[config.mk]
export PLATFORM = sky130hd
export DESIGN_NAME = par_serializer
export DESIGN_NICKNAME = d
export VERILOG_FILES = /design/src/rtl/par_ser_pkg.sv /design/src/rtl/par_ser_bitcnt.sv /design/src/rtl/par_serializer.sv
export SDC_FILE = /design/constraint.sdc
export NUM_CORES = 1
export LEC_CHECK = 0
export ABC_AREA = 1
export CAP_MARGIN = 10
export CORE_MARGIN = 1.5
export CORE_UTILIZATION = 30
export CTS_BUF_LIST = sky130_fd_sc_hd__clkbuf_8
export CTS_CLUSTER_DIAMETER = 100
export DETAILED_ROUTE_END_ITERATION = 10
export DONT_BUFFER_PORTS = 1
export SKIP_CTS_REPAIR_TIMING = 1
export SLEW_MARGIN = 20
export SYNTH_ARGS = -nofsm -noshare
export SYNTH_HDL_FRONTEND = slang
export SYNTH_SLANG_ARGS = --single-unit
[constraint.sdc]
create_clock -name clk -period 2.19 [get_ports clk]
set_input_delay 0.219 -clock clk [delete_from_list [all_inputs] [get_ports clk]]
set_output_delay 0.219 -clock clk [all_outputs]
set_load 0.05 [all_outputs]
[src/rtl/par_ser_pkg.sv]
// rtl/par_ser_pkg.sv - shared types and helpers for par_serializer and its bit counter
package par_ser_pkg;

  // Shifter control states
  typedef enum logic {
    IDLE  = 1'b0,
    SHIFT = 1'b1
  } state_t;

  // Ceiling log2 usable in parameter expressions; returns 0 for value <= 1
  function automatic int clog2(input int value);
    int r;
    r = 0;
    for (int v = value - 1; v > 0; v = v >> 1) begin
      r = r + 1;
    end
    return r;
  endfunction

  // A requested length of 0 or anything past the register width means a full-width frame
  function automatic int norm_len(input int len, input int width);
    if ((len == 0) || (len > width)) begin
      return width;
    end
    return len;
  endfunction

endpackage

[src/rtl/par_ser_bitcnt.sv]
// rtl/par_ser_bitcnt.sv - loadable down-counter with a registered remaining==1 flag
module par_ser_bitcnt #(
  parameter int CNT_W = 6
) (
  input  logic             clk,
  input  logic             rst_n,
  input  logic             i_clr,
  input  logic             i_load,
  input  logic [CNT_W-1:0] i_load_val,
  input  logic             i_dec,
  output logic             o_one
);

  logic [CNT_W-1:0] r_cnt;
  logic             r_one;

  // Count register plus a look-ahead flag so o_one is a flop output, not a decode
  always_ff @(posedge clk or negedge rst_n) begin
    if (!rst_n) begin
      r_cnt <= '0;
      r_one <= 1'b0;
    end else if (i_clr) begin
      r_cnt <= '0;
      r_one <= 1'b0;
    end else if (i_load) begin
      r_cnt <= i_load_val;
      r_one <= (i_load_val == CNT_W'(1));
    end else if (i_dec && (r_cnt != '0)) begin
      r_cnt <= r_cnt - CNT_W'(1);
      r_one <= (r_cnt == CNT_W'(2));
    end
  end

  assign o_one = r_one;

endmodule

[src/rtl/par_serializer.sv]
// rtl/par_serializer.sv - parallel-to-serial shifter with load handshake; optional abort via PAR_SERIALIZER_ABORT_EN
module par_serializer
  import par_ser_pkg::*;
#(
  parameter int  WIDTH      = 32,
  parameter bit  LSB_FIRST  = 1'b0,
  parameter bit  IDLE_LEVEL = 1'b0,
  localparam int CNT_W      = clog2(WIDTH + 1)
) (
  input  logic             clk,
  input  logic             rst_n,
  input  logic [WIDTH-1:0] din,
  input  logic [CNT_W-1:0] din_len,
  input  logic             din_valid,
`ifdef PAR_SERIALIZER_ABORT_EN
  input  logic             abort,
`endif
  output logic             din_ready,
  output logic             sout,
  output logic             sout_en,
  output logic             last,
  output logic             busy
);

  localparam logic [WIDTH-1:0] FILL = {WIDTH{IDLE_LEVEL}};

  state_t           r_state;
  state_t           w_state_nxt;
  logic [WIDTH-1:0] r_shift;
  logic [WIDTH-1:0] w_shift_nxt;
  logic [WIDTH-1:0] w_load_img;
  logic [WIDTH-1:0] w_mask;
  logic [WIDTH-1:0] w_din_m;
  logic             r_sout_en;
  logic             r_busy;
  logic             w_abort;
  logic             w_load;
  logic             w_last;
  logic             w_shifting;
  int               w_len_i;
  logic [CNT_W-1:0] w_len_n;

`ifdef PAR_SERIALIZER_ABORT_EN
  assign w_abort = abort;
`else
  assign w_abort = 1'b0;
`endif

  assign w_len_i    = norm_len(int'(din_len), WIDTH);
  assign w_len_n    = w_len_i[CNT_W-1:0];
  assign w_shifting = (r_state == SHIFT);

  // Ready in IDLE or on a frame's final bit so the next frame follows with no gap
  assign din_ready = ((r_state == IDLE) | w_last) & ~w_abort;
  assign w_load    = din_valid & din_ready;

  // Build the load image: keep din[n-1:0], idle-fill the rest, left-align for MSB-first
  always_comb begin
    w_mask = '0;
    for (int i = 0; i < WIDTH; i++) begin
      w_mask[i] = (i < w_len_i);
    end
    w_din_m = (din & w_mask) | (FILL & ~w_mask);
    if (LSB_FIRST) begin
      w_load_img = w_din_m;
    end else begin
      w_load_img = (w_din_m << (WIDTH - w_len_i)) | (FILL & ~(w_mask << (WIDTH - w_len_i)));
    end
  end

  // One-position shift toward the output end, back-filling with the idle level
  always_comb begin
    if (LSB_FIRST) begin
      w_shift_nxt            = r_shift >> 1;
      w_shift_nxt[WIDTH-1]   = IDLE_LEVEL;
    end else begin
      w_shift_nxt            = r_shift << 1;
      w_shift_nxt[0]         = IDLE_LEVEL;
    end
  end

  // State register
  always_ff @(posedge clk or negedge rst_n) begin
    if (!rst_n) begin
      r_state <= IDLE;
    end else begin
      r_state <= w_state_nxt;
    end
  end

  // Next-state: leave SHIFT only after the final bit when no new frame is loaded
  always_comb begin
    w_state_nxt = r_state;
    case (r_state)
      IDLE: begin
        if (w_load) begin
          w_state_nxt = SHIFT;
        end
      end
      SHIFT: begin
        if (w_last && !w_load) begin
          w_state_nxt = IDLE;
        end
      end
      default: begin
        w_state_nxt = IDLE;
      end
    endcase
    if (w_abort) begin
      w_state_nxt = IDLE;
    end
  end

  // Shift register; after n shifts it holds only idle-level bits, so sout idles naturally
  always_ff @(posedge clk or negedge rst_n) begin
    if (!rst_n) begin
      r_shift <= FILL;
    end else if (w_abort) begin
      r_shift <= FILL;
    end else if (w_load) begin
      r_shift <= w_load_img;
    end else if (w_shifting) begin
      r_shift <= w_shift_nxt;
    end
  end

  // Registered status flags tracking the upcoming state
  always_ff @(posedge clk or negedge rst_n) begin
    if (!rst_n) begin
      r_sout_en <= 1'b0;
      r_busy    <= 1'b0;
    end else begin
      r_sout_en <= (w_state_nxt == SHIFT);
      r_busy    <= (w_state_nxt == SHIFT);
    end
  end

  par_ser_bitcnt #(
    .CNT_W (CNT_W)
  ) u_bitcnt (
    .clk        (clk),
    .rst_n      (rst_n),
    .i_clr      (w_abort),
    .i_load     (w_load),
    .i_load_val (w_len_n),
    .i_dec      (w_shifting),
    .o_one      (w_last)
  );

  assign sout    = LSB_FIRST ? r_shift[0] : r_shift[WIDTH-1];
  assign sout_en = r_sout_en;
  assign busy    = r_busy;
  assign last    = w_last;

endmodule

==> reports/qor.yml, run 1 <==
sta:
  fin_ws_ns: 0.161
  period_share_pct: 92.6
  clock_skew_ns: 0.00937
  period_needed_ns: 2.03
  finalHoldViolCount: 0
  fmax_ghz: 0.493
  slew_headroom_pct: 58.9
  slew_viol_final: 0
  setup_viol: 0
  tightest_slew_ns: 0.616
pwr:
  p_switching_mw: 0.899
  p_leak_nw: 2.50
  internal_power_mw: 1.44
  power_frac_clock_pct: 29.4
  ir_worst_vdd_uv: 244
  sw_frac_of_total_pct: 38.5
  power_density_nw_per_um2: 481
  p_seq_share_pct: 31.6
  power.share.combinational_pct: 39.1
  finalPower_mw: 2.34
logic_synthesis:
  synthCells: 750
  synthTopCellsByArea: "nand2_1, nand3_1, dfrtp_1, inv_1, nand4_1"
  synth_edf_count: 0
  synth_warnings: 0
  syn_area_per_cell_um2: 5.83
  ys_seq_area_share_pct: 22.9
  netlist_area_um2: 4370
  yosys.area.top_type: "nand2_1"
  ys.flop_type: "dfrtp_1"
  syn_nets: 796
  ys_ff_latch: 40
  async_flop_share_pct: 100
  yosysMostFrequentCell: "nand2_1"
  synth.distinct_cells: 41
  synth_top_area_share_pct: 23.3
  synthTopCellsByCount: "nand2_1, nand3_1, inv_1"
routing:
  first_iter_violations: 608
  drc: 0
  avgRoutedWirePerCell_um: 15.8
  routed_wl_um: 14700
  dr_total_vias: 5057
  avgViaCountPerCell: 5.40
  ant_nets: 0
  dr.pass1.iters: 6
global_route:
  grt_pass1_vias: 4693
  overflow: 0
  track_usage_pct: 20.0
  grt_antenna_before_repair: 0
  grt_max_degree: 41
  grt_pass1_wl_um: 23700
cells_and_area:
  multi_input_area_um2: 2950
  regArea_um2: 1000
  diodes: 0
  drive_gt1_share_pct: 10.3
  post-route-util_pct: 34.6
  final_nets: 801
  n_fill_cell: 1568
  area_growth_pct: 11.1
  design_area_um2: 4860
critical_path:
  cp_num_buf_inv: 3
  crit_required_ns: 2.39
  cp_slowest_cell: "buf_4"
  critPathArrivalTime_ns: 2.23
  worstSetupPathType: "reg -> reg"
  critPathMaxStageDelay_ns: 0.38
  crit_chain: "inv_1, or2_4, nand2_1, inv_1, nor2_2, buf_4, a21oi_1, a21o_1"
  cp_top_family: "simple AND/OR/NAND/NOR gates"
  cp-start-kind: "register"
  cp_max_fo: 30
  endpoint_kind: "register"
  cp_common_cell: "inv_1"
clock_network:
  clock_latency_ns: 0.31
  clockBufferDepth: 2
  cts_tree: "yes"
  cts-root-buf: "clkbuf_8"
  htreeDepth: 2
  cts.sinks: 40
  clk_pin_slew_ns: 0.08
  cts_buffers: 5
floorplan:
  coreArea_um2: 14000
  io_pins: 46
  dieArea_um2: 15300
  initial_utilization_pct: 31.1
  die-width_um: 124
  die_h_um: 124
  rows: 43
placed_design:
  post-place-ws_ns: -0.0216
  gp_congestion: 0.977
  io_buffer_count: 0
  hpwlAfterDp_um: 11300
  postPlaceCellArea_um2: 4650
job:
  drv_cap: 0
hold_path:
  min_path_type: "in -> reg"
run_status:
  status: "completed"
placed cells by master, fill, tap and decap left out, drive strengths merged, types with 2 or more instances in the layout:
cell,instances
a41oi,2
inv,45
a21boi,2
buf,41
o211ai,3
o21a,3
dfrtp,40
xor2,2
o21ai,38
ha,5
nor2,41
clkbuf,7
nand2,273
nand3,208
clkinvlp,2
a21oi,8
nand4,24
area by class of cell:
cell class,instances,area share [%]
well taps,180,4.63
clock buffers,7,1.98
clock inverters,1,0.618
multi-input cells,619,60.8
repair buffers,42,7.47
inverters,46,3.73
repair inverters,1,0.154
flip-flops and latches,40,20.6
metrics by stage:
stage	setup TNS, ns	instances	hold WS (ns)
after floorplan	0	750	-0.0766
after global placement	-0.0204	922	-0.0733
after detailed placement	-0.0237	922	-0.0734
after CTS	0	930	-0.415
after global routing	-0.00877	936	0.00728
final	0	936	0.0123
logic make-up (layout without fill, tap and decap cells):
| kind of cell | after synthesis | after routing | synth area share (%) |
|---|---|---|---|
| and+or+nand+nor | 548 | 548 | 56.2 |
| xor gates and xnor gates | 2 | 2 | 0.830 |
| adders and majority gates | 5 | 5 | 1.43 |
| DFF | 40 | 40 | 22.9 |
| buffers and inverters | 91 | 97 | 10.1 |
| AOI/OAI and AO/OA | 64 | 64 | 8.56 |
power groups by stage:
stage	Combinational, mW	Clock, mW	Sequential (mW)
after floorplan	0.666	0	0.753
after global placement	0.876	0	0.753
after detailed placement	0.872	0	0.753
after CTS	0.874	0.701	0.738
after global routing	1.02	0.737	0.738
final	0.913	0.686	0.738
worst paths after layout:
check / startpoint / to / slack, ns / cells after the start
worst max register to register: sout_en$_DFF_PN0_ / r_shift[4]$_DFFE_PN0P_ / 0.16 / 8
min in group asynchronous: rst_n / r_shift[11]$_DFFE_PN0P_ / 0.43 / 2
worst min-delay path: din_valid / sout_en$_DFF_PN0_ / 0.01 / 2
max in group asynchronous: rst_n / u_bitcnt.o_one$_DFFE_PN0P_ / 1.56 / 2
worst max-delay path: sout_en$_DFF_PN0_ / r_shift[4]$_DFFE_PN0P_ / 0.16 / 8
worst min register to register: r_shift[15]$_DFFE_PN0P_ / r_shift[15]$_DFFE_PN0P_ / 0.48 / 2
state kept, by name (all words and copies together) (netlist names):
name            count
r_shift            32
sout_en             1
u_bitcnt.r_cnt      6
u_bitcnt.o_one      1
metal layers:
| metal | track usage, % | vias to the layer above | share of wire, % |
|---|---|---|---|
| met5 | 0 | - | 0 |
| met4 | 6.75 | 0 | 2.8 |
| met3 | 3.43 | 31 | 6.1 |
| met2 | 32.5 | 201 | 45 |
| met1 | 26.8 | 2297 | 46 |
| li1 | - | 2528 | - |
(Power assumes the default switching activity.)
==> run 2: changes to the inputs <==
Settings changed: MAX_ROUTING_LAYER set to met4.
Clock period 2.19 ns to 1.9 ns, I/O delays scaled along.
==> reports/qor.yml, run 2 (same netlist as run 1, synthesis figures left out) <==
routing:
  routed_wl_um: 15000
  avgRoutedWirePerCell_um: 15.6
  dr.pass1.iters: 6
  drc: 0
  ant_nets: 0
  dr_total_vias: 5099
  avgViaCountPerCell: 5.28
  first_iter_violations: 542
pwr:
  finalPower_mw: 2.70
  p_leak_nw: 2.67
  p_seq_share_pct: 31.5
  internal_power_mw: 1.64
  power_frac_clock_pct: 26.6
  ir_worst_vdd_uv: 371
  sw_frac_of_total_pct: 39.2
  power.share.combinational_pct: 41.9
  p_switching_mw: 1.06
  power_density_nw_per_um2: 521
critical_path:
  cp_num_buf_inv: 4
  cp_top_family: "simple AND/OR/NAND/NOR gates"
  reg2reg_slack_ns: 0.17
  crit_required_ns: 2.11
  critPathArrivalTime_ns: 1.95
  cp-start-kind: "input port"
  crit_chain: "inv_12, nor2_4, inv_2, ha_4, inv_6, nand2_4, buf_4, nand3_2, nand2_1, nand3_1, nand3_1, nand3_1, nand2_1, o21ai_1, nand2_1, nand2_1, nand2_1"
  cp_slowest_cell: "ha_4"
  cp_common_cell: "nand2_1"
  cp_max_fo: 9
  endpoint_kind: "register"
  critPathMaxStageDelay_ns: 0.18
  worstSetupPathType: "in -> reg"
sta:
  clock_skew_ns: 0.00962
  fmax_ghz: 0.575
  period_share_pct: 91.6
  finalHoldViolCount: 0
  period_needed_ns: 1.74
  tightest_slew_ns: 0.615
  setup_viol: 0
  hold_ws_ns: 0.218
  slew_headroom_pct: 59.0
  fin_ws_ns: 0.159
  slew_viol_final: 0
  fin_tns_setup_ns: 0
placed_design:
  gp_congestion: 0.959
  hpwlAfterDp_um: 12000
  postPlaceCellArea_um2: 5000
  post-place-ws_ns: -0.166
  io_buffer_count: 0
global_route:
  grt_pass1_vias: 4952
  overflow: 0
  grt_antenna_before_repair: 0
  grt_pass1_wl_um: 24700
  track_usage_pct: 21.3
  grt_max_degree: 41
cells_and_area:
  design_area_um2: 5190
  multi_input_area_um2: 3030
  area_growth_pct: 18.6
  layout_common_cells: "nand2_1, nand3_1, buf_4, dfrtp_1"
  final_nets: 831
  largestRegisters: "r_shift: 32 flops, u_bitcnt.r_cnt: 6 flops"
  diodes: 0
  final_common_cell: "nand2_1"
  regArea_um2: 1000
  drive_gt1_share_pct: 15.3
  largest_reg_flops: 32
  n_fill_cell: 1534
  regMostFlops: "r_shift"
clock_network:
  clockBufferDepth: 2
  clk_pin_slew_ns: 0.09
  clock_latency_ns: 0.31
  cts.sinks: 40
  cts_buffers: 5
  htreeDepth: 2
  cts-root-buf: "clkbuf_8"
  cts_tree: "yes"
floorplan:
  die_h_um: 124
  initial_utilization_pct: 31.1
  io_pins: 46
  dieArea_um2: 15300
  coreArea_um2: 14000
  die-width_um: 124
  rows: 43
job:
  drv_cap: 0
run_status:
  status: "completed"
hold_path:
  min_path_type: "in -> reg"
[run 2: tightest hold or removal path: cells and delay by family]
family	cells	cell delay (ns)
AND/OR/NAND/NOR	5	0.30
[run 2: final timing paths]
check,start,to,cells past startpoint
setup / recovery,din_len[0],r_shift[19]$_DFFE_PN0P_,17
hold / removal,din_valid,r_shift[17]$_DFFE_PN0P_,5
setup reg to reg,sout_en$_DFF_PN0_,u_bitcnt.r_cnt[2]$_DFFE_PN0P_,9
hold reg to reg,r_shift[24]$_DFFE_PN0P_,r_shift[24]$_DFFE_PN0P_,2
max in group asynchronous,rst_n,sout_en$_DFF_PN0_,2
min in group asynchronous,rst_n,r_shift[13]$_DFFE_PN0P_,2
[run 2: layout make-up]
cell class,count,share of cell area [%]
Multi-Input combinational cell,619,58.4
Sequential cell,40,19.3
Timing Repair Buffer,73,12.0
Tap cell,180,4.34
Inverter,46,3.71
Clock buffer,5,1.33
Clock inverter,3,0.820
[run 2: metal layers]
metal | global-route usage, % | up-vias | part of all wire [%]
met4 | 5.96 | 0 | 2.2
met2 | 34.3 | 166 | 46
met3 | 3.94 | 28 | 6.9
li1 | - | 2584 | -
met1 | 27.3 | 2321 | 45
met5 | - | - | 0
[run 2: per-stage QoR]
step | instances | util [%]
finish | 966 | 36.9
global route | 966 | 36.9
floorplan | 750 | -
CTS | 963 | 36.4
detailed placement | 955 | 35.6
global placement | 955 | 35.6
[run 2: power by group through the flow]
stage / clock (mW) / sequential [mW] / combinational (mW)
finish: 0.719 / 0.850 / 1.13
global route: 0.774 / 0.850 / 1.26
CTS: 0.737 / 0.851 / 1.08
detailed placement: 0 / 0.868 / 1.08
global placement: 0 / 0.868 / 1.09
floorplan: 0 / 0.868 / 0.790
==> run 3: changes to the inputs <==
Settings changed: SYNTH_HIERARCHICAL set to 1.
==> reports/qor.yml, run 3 <==
clock_network:
  clockBufferDepth: 2
  htreeDepth: 2
  cts-root-buf: "clkbuf_8"
  cts_tree: "yes"
  clock_latency_ns: 0.30
  clk_pin_slew_ns: 0.09
  cts.sinks: 40
  cts_buffers: 5
critical_path:
  worstSetupPathType: "in -> reg"
  critPathArrivalTime_ns: 2.25
  critPathMaxStageDelay_ns: 0.23
  crit_required_ns: 2.15
  endpoint_kind: "register"
  cp_slowest_cell: "o211ai_1"
  cp_max_fo: 6
  cp_common_cell: "nand3_1"
  crit_chain: "nor2_4, nand3_2, nand2_4, nand3_4, ha_4, inv_6, buf_4, nor2_1, nor2_1, nand3_1, nand3_1, nand2_2, o211ai_1, nand3_1, nand3_1, o21ai_1, inv_1"
  cp-start-kind: "input port"
sta:
  rsz0062_at_grt: "true"
  setup_viol: 11
  hold_ws_ns: 0.319
  tightest_slew_ns: 0.512
  slew_viol_final: 0
  fin_ws_ns: -0.0947
  finalHoldViolCount: 0
  fin_tns_setup_ns: -0.271
  period_needed_ns: 1.99
  fmax_ghz: 0.501
  slew_headroom_pct: 65.9
  period_share_pct: 105
  clock_skew_ns: 0.0112
global_route:
  grt_pass1_wl_um: 25400
  grt_antenna_before_repair: 0
  grt_max_degree: 41
  overflow: 0
  grt_pass1_vias: 5017
  track_usage_pct: 20.4
pwr:
  power_density_nw_per_um2: 792
  ir_worst_vdd_uv: 303
  sw_frac_of_total_pct: 46.8
  internal_power_mw: 2.56
  power_frac_clock_pct: 16.1
  p_leak_nw: 2.96
  power.share.combinational_pct: 57.9
  p_switching_mw: 2.25
  finalPower_mw: 4.82
  p_seq_share_pct: 25.9
logic_synthesis:
  async_flop_share_pct: 100
  synthCells: 767
  synthTopCellsByArea: "nand3_1, nand2_1, dfrtp_1, inv_1, nor2_1"
  synth.distinct_cells: 35
  yosysMostFrequentCell: "nand2_1"
  synth_edf_count: 0
  ys_seq_area_share_pct: 22.6
  synthTopCellsByCount: "nand2_1, nand3_1, dfrtp_1"
  synth_top_area_share_pct: 24.2
  synth_warnings: 6
  ys_ff_latch: 40
  yosys.area.top_type: "nand3_1"
  syn_area_per_cell_um2: 5.78
  ys.flop_type: "dfrtp_1"
  netlist_area_um2: 4430
cells_and_area:
  layout_common_cells: "nand2_1, nand3_1, nand3_2, buf_4, dfrtp_1"
  regMostFlops: "r_shift"
  largest_reg_flops: 32
  largestRegisters: "r_shift: 32 flops, u_bitcnt/r_cnt: 6 flops"
  n_fill_cell: 1559
  final_common_cell: "nand2_1"
  final_nets: 865
  area_growth_pct: 37.2
  drive_gt1_share_pct: 32.3
  diodes: 0
  finalNonFillerCells: 1004
  regArea_um2: 1000
  multi_input_area_um2: 3680
floorplan:
  die_h_um: 125
  dieArea_um2: 15500
  io_pins: 46
  coreArea_um2: 14500
  die-width_um: 125
  rows: 44
  initial_utilization_pct: 30.6
placed_design:
  dp.cells: 987
  hpwlAfterDp_um: 12000
  io_buffer_count: 0
  gp_congestion: 0.987
  post-place-ws_ns: -0.471
routing:
  routed_wl_um: 16000
  wl_met1_um: 7590
  wl_met3_um: 671
  first_iter_violations: 513
  top_layer_used: "met4"
  dr_total_vias: 5395
  ant_nets: 0
  avgViaCountPerCell: 5.37
  dr.pass1.iters: 5
  drc: 0
  avgRoutedWirePerCell_um: 15.9
  wl_met2_um: 7440
job:
  drv_cap: 0
hold_path:
  min_path_type: "in -> reg"
run_status:
  status: "complete, but fails checks"
  violations: "setup timing"
[run 3: cell types whose count changed after synthesis, moves of 6 or more]
cell     delta
nand4_1     -9
o21ai_1    +11
a21oi_1     +6
buf_6       -9
o21ai_0    -17
nand3_1    +12
[run 3: path summary, 6_finish.rpt]
| path | start | slack, ns | end | depth (start not counted) |
|---|---|---|---|---|
| min in group asynchronous | rst_n | 0.38 | r_shift[9]$_DFFE_PN0P_ | 2 |
| max in group asynchronous | rst_n | 1.31 | u_bitcnt/o_one$_DFFE_PN0P_ | 2 |
| min reg2reg | r_shift[30]$_DFFE_PN0P_ | 0.48 | r_shift[30]$_DFFE_PN0P_ | 2 |
| max reg2reg | sout_en$_DFF_PN0_ | 0.11 | r_shift[10]$_DFFE_PN0P_ | 9 |
| min | din_valid | 0.32 | r_shift[4]$_DFFE_PN0P_ | 5 |
| max | din_len[1] | -0.09 | r_shift[31]$_DFFE_PN0P_ | 17 |
[run 3: cell type report]
cell class | count | area share (%)
well taps | 184 | 3.79
flip-flops and latches | 40 | 16.5
multi-input cells | 637 | 60.5
clock inverters | 2 | 0.638
inverters | 47 | 3.50
repair buffers | 88 | 13.7
clock buffers | 6 | 1.36
[run 3: critical path, delay by kind of cell]
family	cells	cell delay [ns]
buf+inv	3	0.26
fa+ha+maj	1	0.22
compound gates	2	0.29
simple gates	11	1.27
[run 3: stage by stage]
stage | util, % | instance area, um^2
after floorplan | - | 4640
after global placement | 36.1 | 5220
after detailed placement | 36.1 | 5220
after CTS | 36.9 | 5340
after global routing | 42.0 | 6080
final | 42.0 | 6080
[run 3: cell families after synthesis]
family	synth area share [%]
multiplexers	0.226
AND/OR/NAND/NOR	57.7
adder cells (fa/ha/maj)	1.41
AO/OA/AOI/OAI	8.13
other	0.0846
flip-flops	22.6
buffers and inverters	8.67
XOR/XNOR	1.19
[run 3: per-layer routing]
layer / global-route usage [%] / up-vias
met4: 3.92 / 0
met1: 28.3 / 2533
li1: - / 2662
met2: 32.4 / 166
met3: 1.98 / 34
met5: - / -
[run 3: power groups by stage]
stage                     combinational (mW)  clock [mW]  sequential (mW)
final                                   2.79       0.778             1.25
after global routing                    3.09       0.830             1.28
after CTS                               2.48       0.782             1.25
after detailed placement                2.47           0             1.26
after global placement                  2.45           0             1.26
after floorplan                         1.82           0             1.26
